==> src/rtl/pc_sequencer.sv <==
// pc_sequencer: instruction sequencing FSM with a hardware return stack.
//
// Walks each instruction through FETCH/DECODE/EXEC/MEM/WB according to its
// decoded class. It raises the instruction-register load strobe in FETCH. It
// raises the PC update enable, with the matching source select, in the last
// cycle of the instruction. CALL pushes pc+1 and RET pops on that same edge.
//
// Ports:
//   clock        in   single clock, all state changes on posedge
//   reset        in   synchronous active-low reset
//   pc           in   [31:0] current PC value
//   op_class     in   [2:0] decoded class (sampled at the end of DECODE)
//   branch_taken in   branch condition, used only in EXEC of a BRANCH
//   stall        in   freezes the sequencer for the cycle
//   ir_en        out  instruction-register load strobe
//   pc_en        out  PC update enable
//   pc_src       out  [1:0] 0 PC+1, 1 jump target, 2 PC+sext(imm16), 3 stack top
//   top_stack    out  [31:0] current return-stack top (0 when empty)
//   state        out  [2:0] 0 FETCH, 1 DECODE, 2 EXEC, 3 MEM, 4 WB, 5 HALT
//   stack_count  out  [CNT_W-1:0] occupied stack entries
//   stack_err    out  stack overflow/underflow indication
//
// Build option: define STACK_TRAP_EN to make a stack error suppress the PC
// update, enter HALT and keep stack_err set until reset. When the macro is not
// defined, the PC still updates on an error and stack_err pulses for one cycle.
module pc_sequencer #(
  parameter int unsigned STACK_DEPTH = 8,
  parameter int unsigned CNT_W       = 4
) (
  input  logic              clock,
  input  logic              reset,
  input  logic [31:0]       pc,
  input  logic [2:0]        op_class,
  input  logic              branch_taken,
  input  logic              stall,
  output logic              ir_en,
  output logic              pc_en,
  output logic [1:0]        pc_src,
  output logic [31:0]       top_stack,
  output logic [2:0]        state,
  output logic [CNT_W-1:0]  stack_count,
  output logic              stack_err
);

  localparam int unsigned IdxW = $clog2(STACK_DEPTH);

  localparam logic [2:0] OpLoad   = 3'd1;
  localparam logic [2:0] OpStore  = 3'd2;
  localparam logic [2:0] OpJmp    = 3'd3;
  localparam logic [2:0] OpCall   = 3'd4;
  localparam logic [2:0] OpRet    = 3'd5;
  localparam logic [2:0] OpBranch = 3'd6;

  typedef enum logic [2:0] {
    StFetch  = 3'd0,
    StDecode = 3'd1,
    StExec   = 3'd2,
    StMem    = 3'd3,
    StWb     = 3'd4,
    StHalt   = 3'd5
  } state_e;

  state_e            state_q, state_d;
  logic [2:0]        op_q;
  logic [31:0]       entries_q [STACK_DEPTH];
  logic [CNT_W-1:0]  count_q;
  logic              err_q, err_d;

  logic              active;
  logic [2:0]        cur_op;
  logic              is_final;
  logic              full, empty;
  logic              err_evt;
  logic              take;
  logic              do_push, do_pop;
  logic [IdxW-1:0]   push_idx, top_idx;

  // The sequencer only advances when out of reset and not stalled.
  assign active = reset && !stall;

  // In DECODE the class comes straight from the decoder; later states use the
  // copy captured at the end of DECODE.
  assign cur_op = (state_q == StDecode) ? op_class : op_q;

  always_comb begin
    is_final = 1'b0;
    unique case (state_q)
      StDecode: is_final = (cur_op == OpJmp) || (cur_op == OpCall) || (cur_op == OpRet);
      StExec:   is_final = (cur_op == OpBranch);
      StMem:    is_final = (cur_op == OpStore);
      StWb:     is_final = 1'b1;
      default:  is_final = 1'b0;
    endcase
  end

  assign full  = (count_q == CNT_W'(STACK_DEPTH));
  assign empty = (count_q == '0);

  assign err_evt = active && is_final &&
                   (((cur_op == OpCall) && full) || ((cur_op == OpRet) && empty));

`ifdef STACK_TRAP_EN
  assign take  = active && is_final && !err_evt;
  assign err_d = err_q | err_evt;
`else
  assign take  = active && is_final;
  assign err_d = err_evt;
`endif

  // A CALL at full skips the push and a RET at empty leaves the count at 0.
  // With the trap build, take is already low on an error.
  assign do_push = take && (cur_op == OpCall) && !full;
  assign do_pop  = take && (cur_op == OpRet) && !empty;

  assign push_idx = IdxW'(count_q);
  assign top_idx  = IdxW'(count_q - CNT_W'(1));

  // ---------------------------------------------------------------------------
  // State register
  // ---------------------------------------------------------------------------
  always_ff @(posedge clock) begin
    if (!reset) begin
      state_q <= StFetch;
    end else begin
      state_q <= state_d;
    end
  end

  // ---------------------------------------------------------------------------
  // Next-state logic
  // ---------------------------------------------------------------------------
  always_comb begin
    state_d = state_q;
    if (active) begin
      unique case (state_q)
        StFetch:  state_d = StDecode;
        StDecode: state_d = is_final ? StFetch : StExec;
        StExec: begin
          if (cur_op == OpBranch) begin
            state_d = StFetch;
          end else if ((cur_op == OpLoad) || (cur_op == OpStore)) begin
            state_d = StMem;
          end else begin
            state_d = StWb;
          end
        end
        StMem:    state_d = (cur_op == OpLoad) ? StWb : StFetch;
        StWb:     state_d = StFetch;
        StHalt:   state_d = StHalt;
        default:  state_d = StFetch;
      endcase
`ifdef STACK_TRAP_EN
      if (err_evt) begin
        state_d = StHalt;
      end
`endif
    end
  end

  // ---------------------------------------------------------------------------
  // Outputs
  // ---------------------------------------------------------------------------
  always_comb begin
    ir_en  = active && (state_q == StFetch);
    pc_en  = take;
    pc_src = 2'd0;
    if (take) begin
      unique case (cur_op)
        OpJmp, OpCall: pc_src = 2'd1;
        OpRet:         pc_src = 2'd3;
        OpBranch:      pc_src = branch_taken ? 2'd2 : 2'd0;
        default:       pc_src = 2'd0;
      endcase
    end
  end

  // ---------------------------------------------------------------------------
  // Decode capture, return stack and error flag
  // ---------------------------------------------------------------------------
  always_ff @(posedge clock) begin
    if (!reset) begin
      op_q    <= 3'd0;
      count_q <= '0;
      err_q   <= 1'b0;
      for (int i = 0; i < int'(STACK_DEPTH); i++) begin
        entries_q[i] <= 32'd0;
      end
    end else begin
      if (active && (state_q == StDecode)) begin
        op_q <= op_class;
      end
      if (do_push) begin
        entries_q[push_idx] <= pc + 32'd1;
        count_q             <= count_q + CNT_W'(1);
      end else if (do_pop) begin
        count_q <= count_q - CNT_W'(1);
      end
      err_q <= err_d;
    end
  end

  // The top is read combinationally, so a RET loads the old top on the same
  // edge that pops it.
  assign top_stack   = empty ? 32'd0 : entries_q[top_idx];
  assign state       = state_q;
  assign stack_count = count_q;
  assign stack_err   = err_q;

endmodule

==> config.mk <==
export PLATFORM = sky130hd
export DESIGN_NAME = pc_sequencer
export DESIGN_NICKNAME = d
export VERILOG_FILES = /design/src/rtl/pc_sequencer.sv
export SDC_FILE = /design/constraint.sdc
export NUM_CORES = 1
export LEC_CHECK = 0
export BUFFER_PORTS_ARGS = -buffer_cell sky130_fd_sc_hd__buf_2
export CAP_MARGIN = 40
export CELL_PAD_IN_SITES_DETAIL_PLACEMENT = 1
export CELL_PAD_IN_SITES_GLOBAL_PLACEMENT = 2
export CORE_ASPECT_RATIO = 1.5
export CORE_MARGIN = 5
export CORE_UTILIZATION = 43
export DETAILED_ROUTE_END_ITERATION = 7
export PLACE_DENSITY_LB_ADDON = 0.1
export SLEW_MARGIN = 30
export SYNTH_ARGS = -nofsm -noshare
export SYNTH_HDL_FRONTEND = slang
export SYNTH_SLANG_ARGS = --single-unit
==> constraint.sdc <==
create_clock -name clock -period 3.9 [get_ports clock]
set_input_delay 0.78 -clock clock [delete_from_list [all_inputs] [get_ports clock]]
set_output_delay 0.78 -clock clock [all_outputs]
set_load 0.05 [all_outputs]
After elaboration in Yosys (flattened, before gate mapping)
Memory sizes are Yosys's and may differ from the RTL's.
Index checks and enable logic that the tools add are counted.

storage, ports and cells
  register bits after elaboration = 11
  memory bits (writable) = 256
  output and inout bits = 44
  word-level logic and storage cells = 63
  memories = 1

operators by class
  add/sub/neg operators = 3
  eq/ne operators = 12
  multiplexer cells = 20
  reduce and logical (&&, ||, !) cells = 23

memories
  memory     depth  width  read ports  clocked after Yosys merged registers in  wr ports  RTL line  text
  entries_q  8      32     1           0                                        8         65        logic [31:0] entries_q [STACK_DEPTH];

operators with widths
  kind                   count
  $mux 32                2
  $add 32x1->32 const B  1
  $reduce_or 32->1       1
  $eq 3x3->1 const B     5
  $mux 3                 5
  $pmux 3 s5             1
  $eq 3x2->1 const B     4
  $logic_and 1x1->1      11
  $mux 4                 2
  $eq 3x1->1 const B     2
  $mux 2                 3
  $pmux 2 s3             1
  $mux 1                 5
  $add 4x1->4 const B    1
  $eq 4x4->1 const B     1
  $logic_not 4->1        1
  $logic_or 1x1->1       4
  $pmux 1 s4             1
  $sub 4x1->4 const B    1
  $logic_not 1->1        3
  $logic_not 3->1        1
  $reduce_bool 2->1      1
  $reduce_or 2->1        1

Depth between registers and ports, before layout
Gate-level depths: netlist (run 1).

  depth after elaboration = 14
  gate-level depth with buffers = 10

Least setup slack after synthesis (run 1)
No wires, ideal clock.

  path type = register to output
  from = reg count_q[0] (netlist: stack_count[0])
  to = out top_stack[14]
  arrival = 3,067 ps
  required time = 3,120 ps
  path slack = 53 ps
  stages on the path, launching flop included = 9
  buffers on the path = 3
  cell sequence = dfxtp_1 > clkbuf_1 > inv_1 > ha_1 > clkbuf_1 > clkbuf_1 > mux4_2 > nand2_1 > a21oi_1

on the way
  word-level cells in the longest chain between the ends = 3

RTL lines
  item                    RTL line  text
  from (decl)             66        logic [CNT_W-1:0] count_q;
  from (signal assigned)  194       count_q <= count_q + CNT_W'(1);
  from (signal assigned)  196       count_q <= count_q - CNT_W'(1);
  $sub 4x1->4             --
  $mem_v2 8x32            --
  $mux 32 *               204       assign top_stack = empty ? 32'd0 : entries_q[top_idx];
  to (decl)               39        output logic [31:0] top_stack,

Every way passes the cells marked *; elsewhere a longest branch is shown, timed or not.

Worst setup path in the final report (run 1)
  from = reg count_q[1] (netlist: stack_count[1])
  to = out top_stack[31]

Same word-level chain as after synthesis.

==> flow_summary.json, run 1 <==
{
  "hpwl_um": 20800,
  "arrival_ns": 2.73,
  "die_area_um2": 32500,
  "cts_max_level": 1,
  "cts_tree": "yes",
  "synth_ff_type": "edfxtp_1",
  "post-place-ws_ns": 0.681,
  "dr.pass1.iters": 5,
  "yosysMostFrequentCell": "nor2_1",
  "cts_inserted_buffers": 26,
  "clk_latency_ns": 0.54,
  "crit_end": "top_stack[31]",
  "crit_chain": "inv_1 > ha_2 > buf_12 > mux4_2 > nand2_1 > a21oi_1 > buf_2",
  "port_buffers": 82,
  "routedWlPerCell_um": 22.4,
  "ys_seq_area_share_pct": 63.6,
  "async_reset_ff_share_pct": 0,
  "p_total_mw": 6.01,
  "yosys_warnings": 0,
  "start_kind": "flop",
  "setup_violations": 0,
  "min_period_ns": 3.51,
  "cts_resized": 0,
  "synth_area_per_cell_um2": 13.1,
  "finalHoldViolations": 0,
  "path_clk_slew_ns": 0.06,
  "ys_ff_latch": 267,
  "reg2regPathDepth": 6,
  "final_util_pct": 49.8,
  "synth.largest_area_cell": "edfxtp_1",
  "crit_cells": 7,
  "core_um2": 28600,
  "synth.top_cell.area_share_pct": 61.8,
  "peakVddDrop_mv": 0.272,
  "finalNonFillerCells": 1449,
  "area_growth_pct": 14.7,
  "status": "finished, final reports clean",
  "fin_ws_ns": 0.391,
  "nets": 1081,
  "routed_wl_um": 32400,
  "root_buffer": "clkbuf_16",
  "placed_cells": 1397,
  "r2r-end": "entries_q[5][16]",
  "setup_tns_ns": 0,
  "row_count": 76,
  "num_io_pins": 83,
  "start_util_pct": 43.5,
  "cpLargestDelayFamily": "buffers and inverters",
  "clock_path_buffers": 3,
  "rsz0062_at_grt": "no",
  "die_x_um": 149,
  "ys_top_cells_by_area": "edfxtp_1, mux4_2, nor2_1",
  "grt_pass1_wl_um": 50400,
  "gp_congestion": 0.774,
  "clock_sinks": 267,
  "grtUsageTotal_pct": 20.4,
  "synth_common_cells": "nor2_1, edfxtp_1, nand2_1, mux4_2, a21oi_1",
  "cp-end-kind": "primary output",
  "rrSetupSlack_ns": 0.71,
  "max_freq_mhz": 285,
  "syn_nets": 991,
  "worstSetupPathType": "flop to primary output",
  "yosysUniqueCellTypes": 46,
  "vias": 7847,
  "grt_max_degree": 74,
  "n_antenna_cell": 0,
  "slew_viol_final": 0,
  "crit_slowest_cell": "dfxtp_1",
  "startpoint": "stack_count[1]",
  "clock_skew_ns": 0.0192,
  "synth-edff-count": 256,
  "crit_buf_inv": 3,
  "post-route-period-util_pct": 90.0,
  "maxCapViolCount": 0,
  "grt_pass1_vias": 8532,
  "p_leak_nw": 5.09,
  "nFillCells": 2965,
  "drc_errors": 0,
  "max_stage_delay_ns": 0.47,
  "post-cts-setup-buffer-count": 0,
  "cts_hold_repair.buffers": 0,
  "hp-class": "input pin to flop",
  "multiInputGateArea_um2": 4150,
  "p_per_area_nw_per_um2": 421,
  "chipHeight_um": 218,
  "viasPerCell": 5.42,
  "syn_area_um2": 12400,
  "hold_start": "stall",
  "antenna_found_initial": 0,
  "slew_headroom_pct": 45.6,
  "drtIter0Drc": 439,
  "cp.required_ns": 3.12,
  "rr_startpoint": "state[0]",
  "ant_nets": 0,
  "crit_fanout": 48,
  "tightest_slew_ns": 0.811,
  "regArea_um2": 7910,
  "drive_gt1_share_pct": 24.6,
  "syn_inst": 949,
  "overflow": 0
}
-- flip-flops by register name (all words and copies together) (netlist names) --
register,cells
stack_count,4
op_q,3
state,3
entries_q,256
stack_err,1
-- kinds of logic after synthesis --
family / count (synthesis) / share of synthesized area (%)
and+or+nand+nor: 434 / 15.0
DFF: 267 / 63.6
buffers and inverters: 76 / 3.54
muxes: 74 / 12.4
AOI/OAI and AO/OA: 61 / 2.72
xor gates and xnor gates: 34 / 2.39
adders and majority gates: 3 / 0.302
-- stage by stage --
| stage | hold WS (ns) | area, um^2 |
|---|---|---|
| after floorplan | 0.611 | 12400 |
| after global placement | 0.571 | 13400 |
| after detailed placement | 0.607 | 13400 |
| after CTS | 0.555 | 14200 |
| after global routing | 0.582 | 14300 |
| final | 0.581 | 14300 |
-- area by class of cell --
cell class | instances | share of cell area, %
flip-flops and latches | 267 | 55.5
multi-input cells | 606 | 29.1
repair buffers | 130 | 6.12
clock buffers | 30 | 4.67
well taps | 390 | 3.42
clock inverters | 18 | 1.07
inverters | 8 | 0.210
-- how the worst min path moves through the flow --
stage / cells past startpoint / slack [ns] / to
global route: 3 / 0.58 / op_q[0]
detailed placement: 2 / 0.61 / stack_count[3]
CTS: 3 / 0.56 / state[1]
floorplan: 3 / 0.61 / op_q[2]
finish: 3 / 0.58 / state[1]
global placement: 2 / 0.57 / stack_count[3]
-- where the power goes --
part | leakage [nW] | internal, mW | switching (mW)
clock network | 0.396 | 1.36 | 1.07
registers | 2.73 | 3.22 | 0.0340
logic | 1.96 | 0.111 | 0.210
-- tightest hold or removal path: cells and delay by family --
| family | cells | cell delay, ns |
|---|---|---|
| simple gates | 1 | 0.08 |
| buf+inv | 1 | 0.15 |
| compound gates | 1 | 0.05 |
-- layout by cell type (no fill, tap or decap), types with 2 or more instances in the layout --
master	instances
clkinv_2	7
clkbuf_1	4
xor2_1	24
a21oi_1	43
buf_12	9
clkbuf_16	26
mux2_2	3
nand3b_1	6
nand2_2	8
buf_2	85
o21ai_0	9
nand4_1	13
dfxtp_1	10
bufinv_16	2
xnor2_1	8
nand2_1	87
nor4_2	2
buf_4	35
nor2_1	267
and3_1	5
or4b_2	2
inv_1	8
clkinvlp_4	3
nor2b_1	5
nand2b_1	6
nor3b_1	3
mux4_2	64
nand3_1	12
edfxtp_1	256
ha_1	2
or4_4	3
clkinv_1	5
nor3_1	4
or4_1	3
mux2i_1	7
-- per-layer routing --
metal / wire, um / global-route usage, % / share of wire (%) / vias up
met1: 12900 / 24.8 / 40 / 4041
met5: 0 / 0 / 0 / -
met3: 1200 / 2.34 / 3.7 / 37
met2: 17800 / 38.6 / 55 / 160
met4: 544 / 4.67 / 1.7 / 0
li1: - / - / - / 3609
No activity file was read; power rests on OpenSTA's default activity.
==> inputs of run 2 (changes only) <==
CORE_UTILIZATION = 39   (was 43)
CTS_CLUSTER_DIAMETER = 30   (was default)
clock period = 3.05 ns   (was 3.9 ns; I/O delays follow)
==> flow_summary.json, run 2 (synthesized netlist as in run 1, its figures left out) <==
{
  "clk_latency_ns": 0.53,
  "hpwl_um": 21100,
  "clock_sinks": 267,
  "p_seq_share_pct": 44.8,
  "drtIter0Drc": 432,
  "core_um2": 31600,
  "die_area_um2": 35600,
  "arrival_ns": 2.42,
  "ant_nets": 0,
  "peakVddDrop_mv": 0.342,
  "start_util_pct": 39.3,
  "largest_register": "entries_q",
  "worstSetupPathType": "flop to primary output",
  "die_x_um": 156,
  "p_total_mw": 9.29,
  "clock_skew_ns": 0.0130,
  "antenna_found_initial": 0,
  "rsz0062_at_grt": "yes",
  "final_common_cell": "nor2_1",
  "maxCapViolCount": 0,
  "cts_inserted_buffers": 39,
  "drc_errors": 0,
  "finalHoldViolations": 0,
  "min_period_ns": 3.03,
  "crit_chain": "clkinvlp_4 > ha_4 > buf_12 > clkbuf_16 > mux4_2 > nand2_2 > a21oi_4 > buf_4",
  "worst_hold_slack_ns": 0.395,
  "power_frac_clock_pct": 50.2,
  "p_per_area_nw_per_um2": 583,
  "switching_share_pct": 22.1,
  "row_count": 80,
  "max_freq_mhz": 330,
  "status": "finished, final reports clean",
  "drive_gt1_share_pct": 34.8,
  "path_clk_slew_ns": 0.05,
  "gp_congestion": 0.723,
  "vias": 8217,
  "cts_max_level": 2,
  "start_kind": "flop",
  "routed_wl_um": 36700,
  "setup_violations": 0,
  "crit_fanout": 8,
  "clock_path_buffers": 3,
  "p_sw_mw": 2.05,
  "p_leak_nw": 5.65,
  "cp-end-kind": "primary output",
  "dr.pass1.iters": 4,
  "layout_common_cells": "nor2_1, edfxtp_1, buf_4",
  "grt_pass1_wl_um": 54000,
  "grt_pass1_vias": 8826,
  "overflow": 0,
  "cp.required_ns": 2.44,
  "port_buffers": 82,
  "tightest_slew_ns": 0.805,
  "cts_tree": "yes",
  "chipHeight_um": 229,
  "rrSetupSlack_ns": 0.33,
  "pwr-share-comb_pct": 5.0,
  "largest_register_ffs": 256,
  "area_growth_pct": 28.2,
  "fin_area_um2": 15900,
  "slew_headroom_pct": 46.0,
  "final_util_pct": 50.4,
  "dpl_cell_area_um2": 14100,
  "num_io_pins": 83,
  "max_stage_delay_ns": 0.39,
  "grt_max_degree": 63,
  "crit_slowest_cell": "dfxtp_4",
  "viasPerCell": 5.40,
  "slew_viol_final": 0,
  "root_buffer": "clkbuf_16",
  "hp-class": "input pin to flop",
  "nets": 1123,
  "internal_power_mw": 7.24,
  "nFillCells": 3252,
  "routedWlPerCell_um": 24.1,
  "grtUsageTotal_pct": 20.0,
  "post-route-period-util_pct": 99.2,
  "n_antenna_cell": 0
}
[run 2: final cells by class]
type | count | area [um^2] | area share, %
inverter | 8 | 33.8 | 0.212
clock inverter | 30 | 358 | 2.24
sequential | 267 | 7920 | 49.7
clock buffer | 42 | 1010 | 6.32
timing repair buffer | 159 | 1470 | 9.21
tap | 410 | 513 | 3.22
multi-input combinational | 606 | 4640 | 29.1
[run 2: power by group through the flow]
stage	combinational [mW]	sequential (mW)	clock, mW
after floorplan	0.246	4.22	0
after global placement	0.458	4.23	0
after detailed placement	0.461	4.24	0
after CTS	0.463	4.16	4.75
after global routing	0.503	4.17	4.93
final	0.466	4.16	4.66
[run 2: what timing repair did]
item                                    4_1_cts  5_1_grt
pin swaps                                     1        2
setup buffers                                 0        7
gates cloned                                  1        6
hold endpoints to repair                      0        0
hold buffers                                  0        0
resized for setup                            14       90
endpoints found under the setup margin       32       35
[run 2: layer usage]
layer	vias to the layer above	GRT usage, %	routed length (um)
met5	-	0	0
met4	0	4.63	489
met3	30	2.61	1340
met2	165	37.5	20500
met1	4302	24.1	14400
li1	3720	-	-
[run 2: worst max-delay path, delay by kind of cell (launching register included)]
kind / cells / cell delay (ns)
muxes: 1 / 0.32
DFF: 1 / 0.39
and+or+nand+nor: 1 / 0.11
buffers and inverters: 4 / 0.66
adders and majority gates: 1 / 0.34
AOI/OAI and AO/OA: 1 / 0.06
[run 2: path summary, 6_finish.rpt]
| kind | startpoint | endpoint | cells past startpoint |
|---|---|---|---|
| min | op_class[2] | op_q[2] | 3 |
| max reg2reg | state[0] | entries_q[4][12] | 6 |
| min reg2reg | state[1] | state[1] | 2 |
| max | stack_count[0] | top_stack[21] | 8 |
[run 2: per-stage QoR]
step / setup WS, ns / std cells / TNS (ns)
after floorplan: -0.139 / 949 / -9.86
after global placement: 0.315 / 1434 / 0
after detailed placement: 0.279 / 1434 / 0
after CTS: -0.0326 / 1507 / -0.193
after global routing: -0.0292 / 1522 / -0.277
final: 0.0234 / 1522 / 0
==> inputs of run 3 (changes only) <==
RECOVER_POWER = 100   (was default)
==> flow_summary.json, run 3 (synthesized netlist as in run 1, its figures left out) <==
{
  "status": "finished, final reports clean",
  "slew_viol_final": 0,
  "p_seq_share_pct": 44.9,
  "setup_violations": 0,
  "die_x_um": 156,
  "start_kind": "flop",
  "routed_wl_um": 36700,
  "largest_register_ffs": 256,
  "vias": 8152,
  "final_util_pct": 50.0,
  "wl_met2_um": 20500,
  "core_um2": 31600,
  "overflow": 0,
  "gp_congestion": 0.723,
  "clk_latency_ns": 0.53,
  "clock_sinks": 267,
  "fin_ws_ns": 0.0308,
  "grt_pass1_wl_um": 54000,
  "arrival_ns": 2.41,
  "cts_inserted_buffers": 39,
  "largest_register": "entries_q",
  "area_growth_pct": 27.0,
  "drtIter0Drc": 465,
  "fin_area_um2": 15800,
  "clock_skew_ns": 0.0153,
  "nFillCells": 3268,
  "worstSetupPathType": "flop to primary output",
  "chipHeight_um": 229,
  "peakVddDrop_mv": 0.340,
  "p_leak_nw": 5.56,
  "root_buffer": "clkbuf_16",
  "viasPerCell": 5.36,
  "antenna_found_initial": 0,
  "internal_power_mw": 7.22,
  "maxCapViolCount": 0,
  "cts_max_level": 2,
  "cp-end-kind": "primary output",
  "routedWlPerCell_um": 24.1,
  "num_io_pins": 83,
  "final_common_cell": "nor2_1",
  "hp-class": "input pin to flop",
  "crit_fanout": 8,
  "n_antenna_cell": 0,
  "grt_pass1_vias": 8826,
  "finalNonFillerCells": 1522,
  "tightest_slew_ns": 0.863,
  "min_period_ns": 3.02,
  "drc_errors": 0,
  "dpl_cell_area_um2": 14100,
  "max_freq_mhz": 331,
  "p_per_area_nw_per_um2": 587,
  "post-route-period-util_pct": 99.0,
  "placed_cells": 1434,
  "hpwl_um": 21100,
  "pwr-share-comb_pct": 4.8,
  "dr.pass1.iters": 4,
  "clock_path_buffers": 3,
  "top_layer": "met4",
  "drt-met1-wl_um": 14500,
  "power_frac_clock_pct": 50.3,
  "p_sw_mw": 2.04,
  "drive_gt1_share_pct": 33.4,
  "port_buffers": 82,
  "start_util_pct": 39.3,
  "switching_share_pct": 22.1,
  "rsz0062_at_grt": "yes",
  "nets": 1123,
  "cts_tree": "yes",
  "row_count": 80,
  "grtUsageTotal_pct": 20.0,
  "wl_met3_um": 1230,
  "die_area_um2": 35600,
  "worst_hold_slack_ns": 0.397,
  "cp.required_ns": 2.44,
  "slew_headroom_pct": 42.4,
  "layout_common_cells": "nor2_1, edfxtp_1, mux4_2",
  "path_clk_slew_ns": 0.05,
  "ant_nets": 0,
  "grt_max_degree": 63,
  "post-place-ws_ns": 0.279,
  "finalHoldViolations": 0
}
## run 3: power groups by stage
stage / logic, mW / clock network, mW / registers, mW
after floorplan: 0.246 / 0 / 4.22
after global placement: 0.458 / 0 / 4.23
after detailed placement: 0.461 / 0 / 4.24
after CTS: 0.463 / 4.75 / 4.16
after global routing: 0.481 / 4.93 / 4.17
final: 0.445 / 4.66 / 4.16
## run 3: repair_timing
action / CTS / global route
pin swaps: 1 / 2
setup endpoints to repair: 32 / 35
gates resized for setup: 14 / 90
setup buffers: 0 / 7
hold buffers: 0 / 0
cloned: 1 / 6
## run 3: critical path, cell delays in order, from the launching register on
cell        delay (ns)
dfxtp_4           0.39
clkinvlp_4        0.13
ha_4              0.34
buf_12            0.16
clkbuf_16         0.17
mux4_2            0.32
nand2_2           0.11
a21oi_4           0.06
buf_4             0.19
## run 3: area by class of cell
| cell class | instances | area (um^2) | share of cell area (%) |
|---|---|---|---|
| Clock buffer | 42 | 1010 | 6.38 |
| Sequential cell | 267 | 7920 | 50.1 |
| Tap cell | 410 | 513 | 3.25 |
| Inverter | 8 | 33.8 | 0.214 |
| Clock inverter | 30 | 358 | 2.26 |
| Multi-Input combinational cell | 606 | 4620 | 29.2 |
| Timing Repair Buffer | 159 | 1350 | 8.55 |
## run 3: metal layers
| layer | global-route usage [%] | vias up |
|---|---|---|
| met5 | 0 | - |
| met4 | 4.63 | 0 |
| met3 | 2.61 | 30 |
| met2 | 37.5 | 150 |
| met1 | 24.1 | 4250 |
| li1 | - | 3722 |
## run 3: worst paths after layout
check | end | cells after the start | start | slack [ns]
worst max register to register | entries_q[4][12] | 6 | state[0] | 0.10
worst min-delay path | op_q[2] | 3 | op_class[2] | 0.40
worst max-delay path | top_stack[21] | 8 | stack_count[0] | 0.03
worst min register to register | state[1] | 2 | state[1] | 0.54
## run 3: stage by stage
| step | total power [mW] | TNS, ns |
|---|---|---|
| after floorplan | 4.47 | -9.86 |
| after global placement | 4.69 | 0 |
| after detailed placement | 4.70 | 0 |
| after CTS | 9.38 | -0.193 |
| after global routing | 9.59 | -0.355 |
| final | 9.27 | 0 |
